`src/rtl/ps2_pkg.sv`:
```
// Shared PS/2 receiver definitions: frame FSM states, prefix byte codes, ps2_key field positions.
package ps2_pkg;

    typedef enum logic [1:0] {
        ST_IDLE,
        ST_DATA,
        ST_PARITY,
        ST_STOP
    } ps2_state_e;

    localparam logic [7:0] PS2_EXT   = 8'hE0;
    localparam logic [7:0] PS2_BRK   = 8'hF0;
    localparam logic [7:0] PS2_PAUSE = 8'hE1;

    localparam int KEY_TOG = 10;
    localparam int KEY_PRS = 9;
    localparam int KEY_EXT = 8;

    // Number of consecutive identical samples before the filtered clock follows the pin.
    localparam int FILT_LEN   = 4;
    localparam int FILT_CNT_W = $clog2(FILT_LEN);

    // Odd parity over data+parity, and a high stop bit.
    function automatic logic frame_ok(input logic [7:0] data, input logic par, input logic stop);
        return stop & (^data ^ par);
    endfunction

endpackage

```
`src/rtl/ps2_filter.sv`:
```
// 2-FF synchronizer, 4-sample glitch filter and registered falling-edge strobe for the PS/2 clock pin.
// Strobe follows a clean raw falling edge by 6 cycles; flops reset high to match an idle line.
module ps2_filter
    import ps2_pkg::*;
(
    input  logic clk,
    input  logic reset,
    input  logic pin_i,
    output logic fall_o
);

    localparam logic [FILT_CNT_W-1:0] CNT_LAST = FILT_CNT_W'(FILT_LEN - 1);

    logic                  s1_q, s2_q;
    logic                  filt_q, filt_d;
    logic [FILT_CNT_W-1:0] cnt_q, cnt_d;
    logic                  fall_q;

    // Count samples that disagree with the filtered level; any agreeing sample restarts the count.
    always_comb begin
        filt_d = filt_q;
        cnt_d  = '0;
        if (s2_q != filt_q) begin
            if (cnt_q == CNT_LAST) begin
                filt_d = s2_q;
            end else begin
                cnt_d = cnt_q + 1'b1;
            end
        end
    end

    always_ff @(posedge clk or posedge reset) begin
        if (reset) begin
            s1_q   <= 1'b1;
            s2_q   <= 1'b1;
            filt_q <= 1'b1;
            cnt_q  <= '0;
            fall_q <= 1'b0;
        end else begin
            s1_q   <= pin_i;
            s2_q   <= s1_q;
            filt_q <= filt_d;
            cnt_q  <= cnt_d;
            fall_q <= filt_q & ~filt_d;
        end
    end

    assign fall_o = fall_q;

endmodule

```
`src/rtl/ps2_key_source.sv`:
```
// PS/2 keyboard receiver producing the 11-bit ps2_key event word; event lands 7 cycles after the stop-bit clock edge.
// Receive-only, no back-pressure: consumers detect events by watching ps2_key[10] toggle.
module ps2_key_source
    import ps2_pkg::*;
#(
    parameter real CLK_FREQ   = 96.0,
    parameter int  TIMEOUT_US = 200
) (
    input  logic        clk,
    input  logic        reset,
    input  logic        ps2_clk,
    input  logic        ps2_data,
    output logic [10:0] ps2_key,
    output logic        frame_err
);

    localparam real TMO_REAL  = CLK_FREQ * TIMEOUT_US;
    localparam int  TMO_FLOOR = $rtoi(TMO_REAL);
    localparam int  TMO_CYC   = (TMO_REAL > real'(TMO_FLOOR)) ? TMO_FLOOR + 1 : TMO_FLOOR;
    localparam int  TMO_W     = $clog2(TMO_CYC + 1);
    localparam logic [TMO_W-1:0] TMO_LAST = TMO_W'(TMO_CYC - 1);

    logic             strobe;
    logic             data_s1_q, data_s2_q;
    ps2_state_e       state_q;
    logic [7:0]       shift_q;
    logic [2:0]       bitcnt_q;
    logic             par_q;
    logic [TMO_W-1:0] tmo_q;
    logic             ext_q, brk_q;
    logic [10:0]      key_q;
    logic             err_q;
    logic [10:0]      key_d;

    ps2_filter u_clk_filter (
        .clk    (clk),
        .reset  (reset),
        .pin_i  (ps2_clk),
        .fall_o (strobe)
    );

    always_ff @(posedge clk or posedge reset) begin
        if (reset) begin
            data_s1_q <= 1'b1;
            data_s2_q <= 1'b1;
        end else begin
            data_s1_q <= ps2_data;
            data_s2_q <= data_s1_q;
        end
    end

    always_comb begin
        key_d          = key_q;
        key_d[7:0]     = shift_q;
        key_d[KEY_EXT] = ext_q;
        key_d[KEY_PRS] = ~brk_q;
        key_d[KEY_TOG] = ~key_q[KEY_TOG];
    end

    always_ff @(posedge clk or posedge reset) begin
        if (reset) begin
            state_q  <= ST_IDLE;
            shift_q  <= '0;
            bitcnt_q <= '0;
            par_q    <= 1'b0;
            tmo_q    <= '0;
            ext_q    <= 1'b0;
            brk_q    <= 1'b0;
            key_q    <= '0;
            err_q    <= 1'b0;
        end else begin
            err_q <= 1'b0;
            if (state_q != ST_IDLE) begin
                tmo_q <= strobe ? '0 : tmo_q + 1'b1;
            end
            case (state_q)
                ST_IDLE: begin
                    if (strobe && !data_s2_q) begin
                        state_q  <= ST_DATA;
                        bitcnt_q <= '0;
                        tmo_q    <= '0;
                    end
                end
                ST_DATA: begin
                    if (strobe) begin
                        shift_q  <= {data_s2_q, shift_q[7:1]};
                        bitcnt_q <= bitcnt_q + 3'd1;
                        if (bitcnt_q == 3'd7) begin
                            state_q <= ST_PARITY;
                        end
                    end
                end
                ST_PARITY: begin
                    if (strobe) begin
                        par_q   <= data_s2_q;
                        state_q <= ST_STOP;
                    end
                end
                ST_STOP: begin
                    if (strobe) begin
                        state_q <= ST_IDLE;
                        if (frame_ok(shift_q, par_q, data_s2_q)) begin
                            if (shift_q == PS2_EXT) begin
                                ext_q <= 1'b1;
                            end else if (shift_q == PS2_BRK) begin
                                brk_q <= 1'b1;
                            end else if (shift_q != PS2_PAUSE) begin
                                key_q <= key_d;
                                ext_q <= 1'b0;
                                brk_q <= 1'b0;
                            end
                        end else begin
                            err_q <= 1'b1;
                            ext_q <= 1'b0;
                            brk_q <= 1'b0;
                        end
                    end
                end
                default: state_q <= ST_IDLE;
            endcase
            // A stalled frame is abandoned like a corrupt one.
            if (state_q != ST_IDLE && !strobe && tmo_q == TMO_LAST) begin
                state_q <= ST_IDLE;
                tmo_q   <= '0;
                err_q   <= 1'b1;
                ext_q   <= 1'b0;
                brk_q   <= 1'b0;
            end
        end
    end

    assign ps2_key   = key_q;
    assign frame_err = err_q;

endmodule

```
`config.mk`:
```
export PLATFORM = sky130hd
export DESIGN_NAME = ps2_key_source
export DESIGN_NICKNAME = d
export VERILOG_FILES = /design/src/rtl/ps2_pkg.sv /design/src/rtl/ps2_filter.sv /design/src/rtl/ps2_key_source.sv
export SDC_FILE = /design/constraint.sdc
export NUM_CORES = 1
export LEC_CHECK = 0
export CAP_MARGIN = 20
export CORE_AREA = 2 2 104 106
export DETAILED_ROUTE_END_ITERATION = 10
export DIE_AREA = 0 0 106 108
export GPL_TIMING_DRIVEN = 0
export PLACE_DENSITY = 0.38
export SYNTH_ARGS = -nofsm -noshare
export SYNTH_HDL_FRONTEND = slang
export SYNTH_HIERARCHICAL = 1
export SYNTH_SLANG_ARGS = --single-unit
export TNS_END_PERCENT = 100
```
`constraint.sdc`:
```
create_clock -name clk -period 2.5 [get_ports clk]
set_input_delay 0.5 -clock clk [delete_from_list [all_inputs] [get_ports clk]]
set_output_delay 0.5 -clock clk [all_outputs]
set_load 0.01 [all_outputs]
```
Yosys cells after proc, flatten, opt, wreduce, memory -nomap -nowiden
Index checks and enable logic that the tools add are counted.
- equality and inequality tests: 21
- reductions and logical operators: 18
- $add $sub $neg: 3
- mux-type cells: 36
- bitwise gates (word level): 8
- operators with widths (operator ; number):
    $mux 15 ; 5
    $mux 1 ; 19
    $eq 8x8->1 const B ; 2
    $mux 2 ; 8
    $add 15x1->15 const B ; 1
    $eq 15x15->1 const B ; 1
    $ne 3x2->1 const B ; 4
    $ne 4x1->1 const B ; 2
    $ne 8x8->1 const B ; 1
    $pmux 2 s4 ; 1
    $reduce_and 4->1 ; 2
    $reduce_bool 2->1 ; 4
    $reduce_xor 8->1 ; 1
    $eq 2x2->1 const B ; 3
    $mux 3 ; 2
    $ne 3x3->1 const B ; 2
    $pmux 3 s2 ; 1
    $reduce_and 6->1 ; 1
    $not 1->1 ; 5
    $reduce_and 5->1 ; 1
    $ne 4x3->1 const B ; 1
    $reduce_and 2->1 ; 2
    $add 3x1->3 const B ; 1
    $eq 3x3->1 const B ; 1
    other kinds (11) ; 15
- register bits: 51
- output and inout port bits: 12
- logic and storage cells: 102

Depth between registers and ports, before layout
- depth in word-level cells: 8
- depth in mapped cells: 8

By module
The synthesis kept the hierarchy.
- by module, submodules not included (module ; seq. area each (um^2) ; cells an instance ; times used ; area an instance (um^2)):
    ps2_key_source ; 1128.6 ; 214 ; 1 ; 2326.0
    ps2_filter ; 153.9 ; 13 ; 1 ; 216.5

Least setup slack after synthesis
OpenSTA, ideal clock, no wires.
- path type: register to register
- start: register shift_q[0]
- end: register key_q[0], in the netlist ps2_key[0]
- path buffers: 1
- library setup time: 0.125 ns
- stages on the path, launching flop included: 8
- data arrival time: 1.921 ns
- path slack: 0.454 ns
- required time: 2.375 ns
- cells stage by stage: dfrtp_1 -> inv_1 -> ha_1 -> xnor3_1 -> xnor2_2 -> nand4bb_2 -> buf_6 -> mux2_4
- longest elaborated chain between the ends: 4
- ends and longest elaborated chain (what ; RTL line ; RTL):
    start: declaration ; ps2_key_source.sv:26 ; logic [7:0] shift_q;
    start signal: assignment ; ps2_key_source.sv:86 ; shift_q <= {data_s2_q, shift_q[7:1]};
    $reduce_xor 8->1 ; ps2_pkg.sv:25 ; return stop & (^data ^ par);
    $xor 1x1->1 ; ps2_pkg.sv:25 ;
    $and 1x1->1 ; ps2_pkg.sv:25 ;
    $reduce_and 6->1 (no source line) ; n/a ;
    end signal: assignment ; ps2_key_source.sv:108 ; key_q <= key_d;
    end: declaration ; ps2_key_source.sv:31 ; logic [10:0] key_q;
Parallel ways exist; a longest one is shown, timed or not.
A chain may end at the register's enable or synchronous reset.

Worst setup path after layout
- start: register shift_q[1]
- end: register key_q[7], in the netlist ps2_key[7]
- longest elaborated chain between the ends: 4
- ends and longest elaborated chain (what ; RTL line):
    $reduce_xor 8->1 ; ps2_pkg.sv:25
    $xor 1x1->1 ; ps2_pkg.sv:25
    $and 1x1->1 ; ps2_pkg.sv:25
    $reduce_and 6->1 (no source line) * ; n/a
Every way passes the cells marked *; elsewhere a longest branch is shown, timed or not.

==> out/results.txt <==
Outcome -> completed
Worst-Skew Late Latency -> 0.30 ns
Final Hold Fails -> 0
Async set-reset flop share out of synthesis -> 100.0%
DR iter-0 viols -> 80
Initial Util -> 24.85%
M3 GR Usage -> 1.869%
Post-route ant nets -> 0
Share of cells above drive strength 1 -> 15.54%
Vias in the first global route -> 1814
Synth warn -> 6
Largest net degree at the start of global routing -> 25
Detailed Routing Iterations Pass 1 -> 4
CP arrival -> 2.40 ns
VDD IR max -> 0.2555 mV
Post-synth top flop -> dfrtp_1
Gate Count Post-Synth -> 227
Largest family of logic cells by synthesized area -> simple AND/OR/NAND/NOR gates
Most frequent cells after synthesis -> dfrtp_1, nand2_1, o21ai_0
Synth Area in Compound Gates -> 9.843%
Post-CTS sizing -> 0
Max Root-Sink Buffers -> 2
Leakage -> 1.345 nW
Max-cap violation count -> 0
Clock Tree Root -> clkbuf_8
Count leader, synth -> dfrtp_1
# rows -> 37
CTS tree -> yes
Share of the synthesized area in the top cell type -> 45.28%
Clock period minus worst slack -> 2.208 ns
Synth Area in Simple Gates -> 16.39%
Required @ worst endpoint -> 2.70 ns
Top cells by area, synth -> dfrtp_1, ha_1, mux2_4
Xor/xnor cell area share of the yosys netlist -> 4.281%
Mux contribution to synthesized area -> 8.809%
CP top delay family -> XOR/XNOR gates
Busiest grt layer -> met2
Max Fclk -> 0.4530 GHz
DR vias -> 1743
PwrDens -> 691.1 mW/mm^2
Vias per cell -> 4.504
Area Overhead vs Synth -> 17.32%
FF+latch count, synth -> 51
Kind of critical path -> register to register
CP peak stage delay -> 0.42 ns
TritonCTS buffer count -> 5
Crit path buffers/inverters -> 2
Final std cells w/o fill -> 387
Initial antenna violation count -> 0
Post-synthesis sequential area ratio -> 50.44%
Worst slew margin -> 65.91%
RSZ-0062 raised after global routing -> false
Hold_buf cts -> 0
Setup TNS -> 0 ns
Slew Limit Fails -> 0
First-pass GRT wire length -> 9073 um
Port bufs -> 15
Adder-Cell Fraction of Synth Area -> 6.890%
Nets -> 268
Die H -> 108 um
Leading area contributor after synthesis -> dfrtp_1
I/O pin count -> 16
Clock skew -> 0.006657 ns
EDFF count, synth -> 0
Setup crit end kind -> register
WL/cell -> 13.10 um
Final wirelength -> 5069 um
Clock sink count -> 51
Distinct cells, synth -> 48
Period utilization -> 88.31%
Ant. Diodes -> 0
Syn avg cell area -> 11.20 sq um
Die footprint -> 0.01145 sq mm
DRC -> 0
Crit path max fanout -> 10
Final GP Congestion -> 0.7369
Post-CTS Setup Inserts -> 0
Crit path cell chain -> inv_1, ha_1, xnor3_1, xnor2_2, nand4bb_2, buf_6, mux2_4
GRT overflow -> 0
DP HPWL -> 3585 um
Synthesized area -> 0.002542 sq mm
Met2 Use GR -> 15.67%
Worst Tran Pin Value -> 0.5068 ns
Placed Instances -> 379
Worst Hold Class -> register to register
Core Region -> 0.01023 sq mm
Slowest cell on the critical path -> xnor3_1
H-tree levels -> 2
Fillers -> 1068
Die X-Extent -> 106 um
GR met1 Demand/Resource -> 13.57%
Final setup fails -> 0
Syn nets -> 245
Global-route usage over all layers -> 9.874%
Clock slew at reported path FFs -> 0.09 ns
Critical Path Start Type -> register
final timing paths:
check,start,end,slack [ns],cells after the start
max,shift_q[1]$_DFFE_PP0P_,ps2_key[7]$_DFFE_PP0P_,0.29,7
min,data_s1_q$_DFF_PP1_,data_s2_q$_DFF_PP1_,0.36,0
max reg2reg,shift_q[1]$_DFFE_PP0P_,ps2_key[7]$_DFFE_PP0P_,0.29,7
min reg2reg,data_s1_q$_DFF_PP1_,data_s2_q$_DFF_PP1_,0.36,0
max in group asynchronous,reset,tmo_q[2]$_DFF_PP0_,1.43,3
min in group asynchronous,reset,u_clk_filter/fall_o$_DFF_PP0_,0.45,2
registers in the layout, indices dropped and copies added, names as in the netlist:
register / cells
data_s2_q: 1
frame_err: 1
tmo_q: 15
brk_q: 1
u_clk_filter/cnt_q: 2
data_s1_q: 1
ext_q: 1
ps2_key: 11
par_q: 1
shift_q: 8
bitcnt_q: 3
u_clk_filter/fall_o: 1
u_clk_filter/filt_q: 1
u_clk_filter/s2_q: 1
state_q: 2
u_clk_filter/s1_q: 1
area by class of cell:
type	count	area [sq um]	area share, %
repair buffers	16	170.2	5.705
flip-flops and latches	51	1282	42.99
well taps	136	170.2	5.705
plain buffers	10	47.55	1.594
multi-input cells	156	1175	39.39
clock buffers	8	100.1	3.356
inverters	10	37.54	1.258
placed cells by master, fill, tap and decap left out, types with 2 or more instances in the layout:
cell / n
or3_1: 4
and4_1: 3
nand4_1: 3
nand2_1: 18
clkbuf_8: 7
dfstp_2: 5
nor2b_1: 3
clkbuf_1: 8
mux2_2: 6
a21oi_1: 12
mux2_4: 9
nand3_1: 7
inv_1: 9
and3_1: 4
nand2b_1: 3
nor2_1: 12
nand4b_1: 3
o21ai_0: 17
or2_2: 3
xnor2_1: 4
buf_2: 2
a32oi_1: 2
a31oi_1: 2
dfrtp_1: 46
clkdlybuf4s50_1: 15
xor2_1: 4
and4b_1: 2
ha_1: 14
worst reg2reg max path: stages, from the launching register on:
cell	delay [ns]
dfrtp_1	0.38
inv_1	0.08
ha_1	0.28
xnor3_1	0.42
xnor2_2	0.27
nand4bb_2	0.17
buf_6	0.19
mux2_4	0.30
where the power goes:
part	total, mW	switching, mW	leakage, nW	internal (mW)
Sequential	1.02	0.0977	0.682	0.927
Combinational	0.502	0.286	0.611	0.216
Clock	0.534	0.281	0.0515	0.254
Total	2.06	0.664	1.34	1.40
per-layer routing:
layer / vias to the layer above / wire length (um)
met2: 19 / 2289
li1: 849 / -
met3: 6 / 106
met5: - / 0
met1: 869 / 2595
met4: 0 / 78
metrics by stage:
step	utilization, %	hold slack (ns)	setup slack [ns]	power, mW	instance area (sq um)
2_1_floorplan	-	0.2888	0.4539	1.409	2542
3_3_place_gp	27.98	0.3456	-0.2035	1.540	2863
3_5_place_dp	28.18	0.3470	0.2767	1.553	2883
4_1_cts	29.15	0.3617	0.2445	2.107	2983
5_1_grt	29.15	0.3654	0.001533	2.222	2983
6_report	29.15	0.3597	0.2923	2.062	2983
kinds of logic (layout without fill, tap and decap cells):
kind of cell             Yosys count  after routing
AO/OA/AOI/OAI                     42             42
XOR/XNOR                          10             10
adder cells (fa/ha/maj)           14             14
buffers and inverters             20             44
flip-flops                        51             51
multiplexers                      17             17
AND/OR/NAND/NOR                   73             73
(Power assumes the default switching activity.)
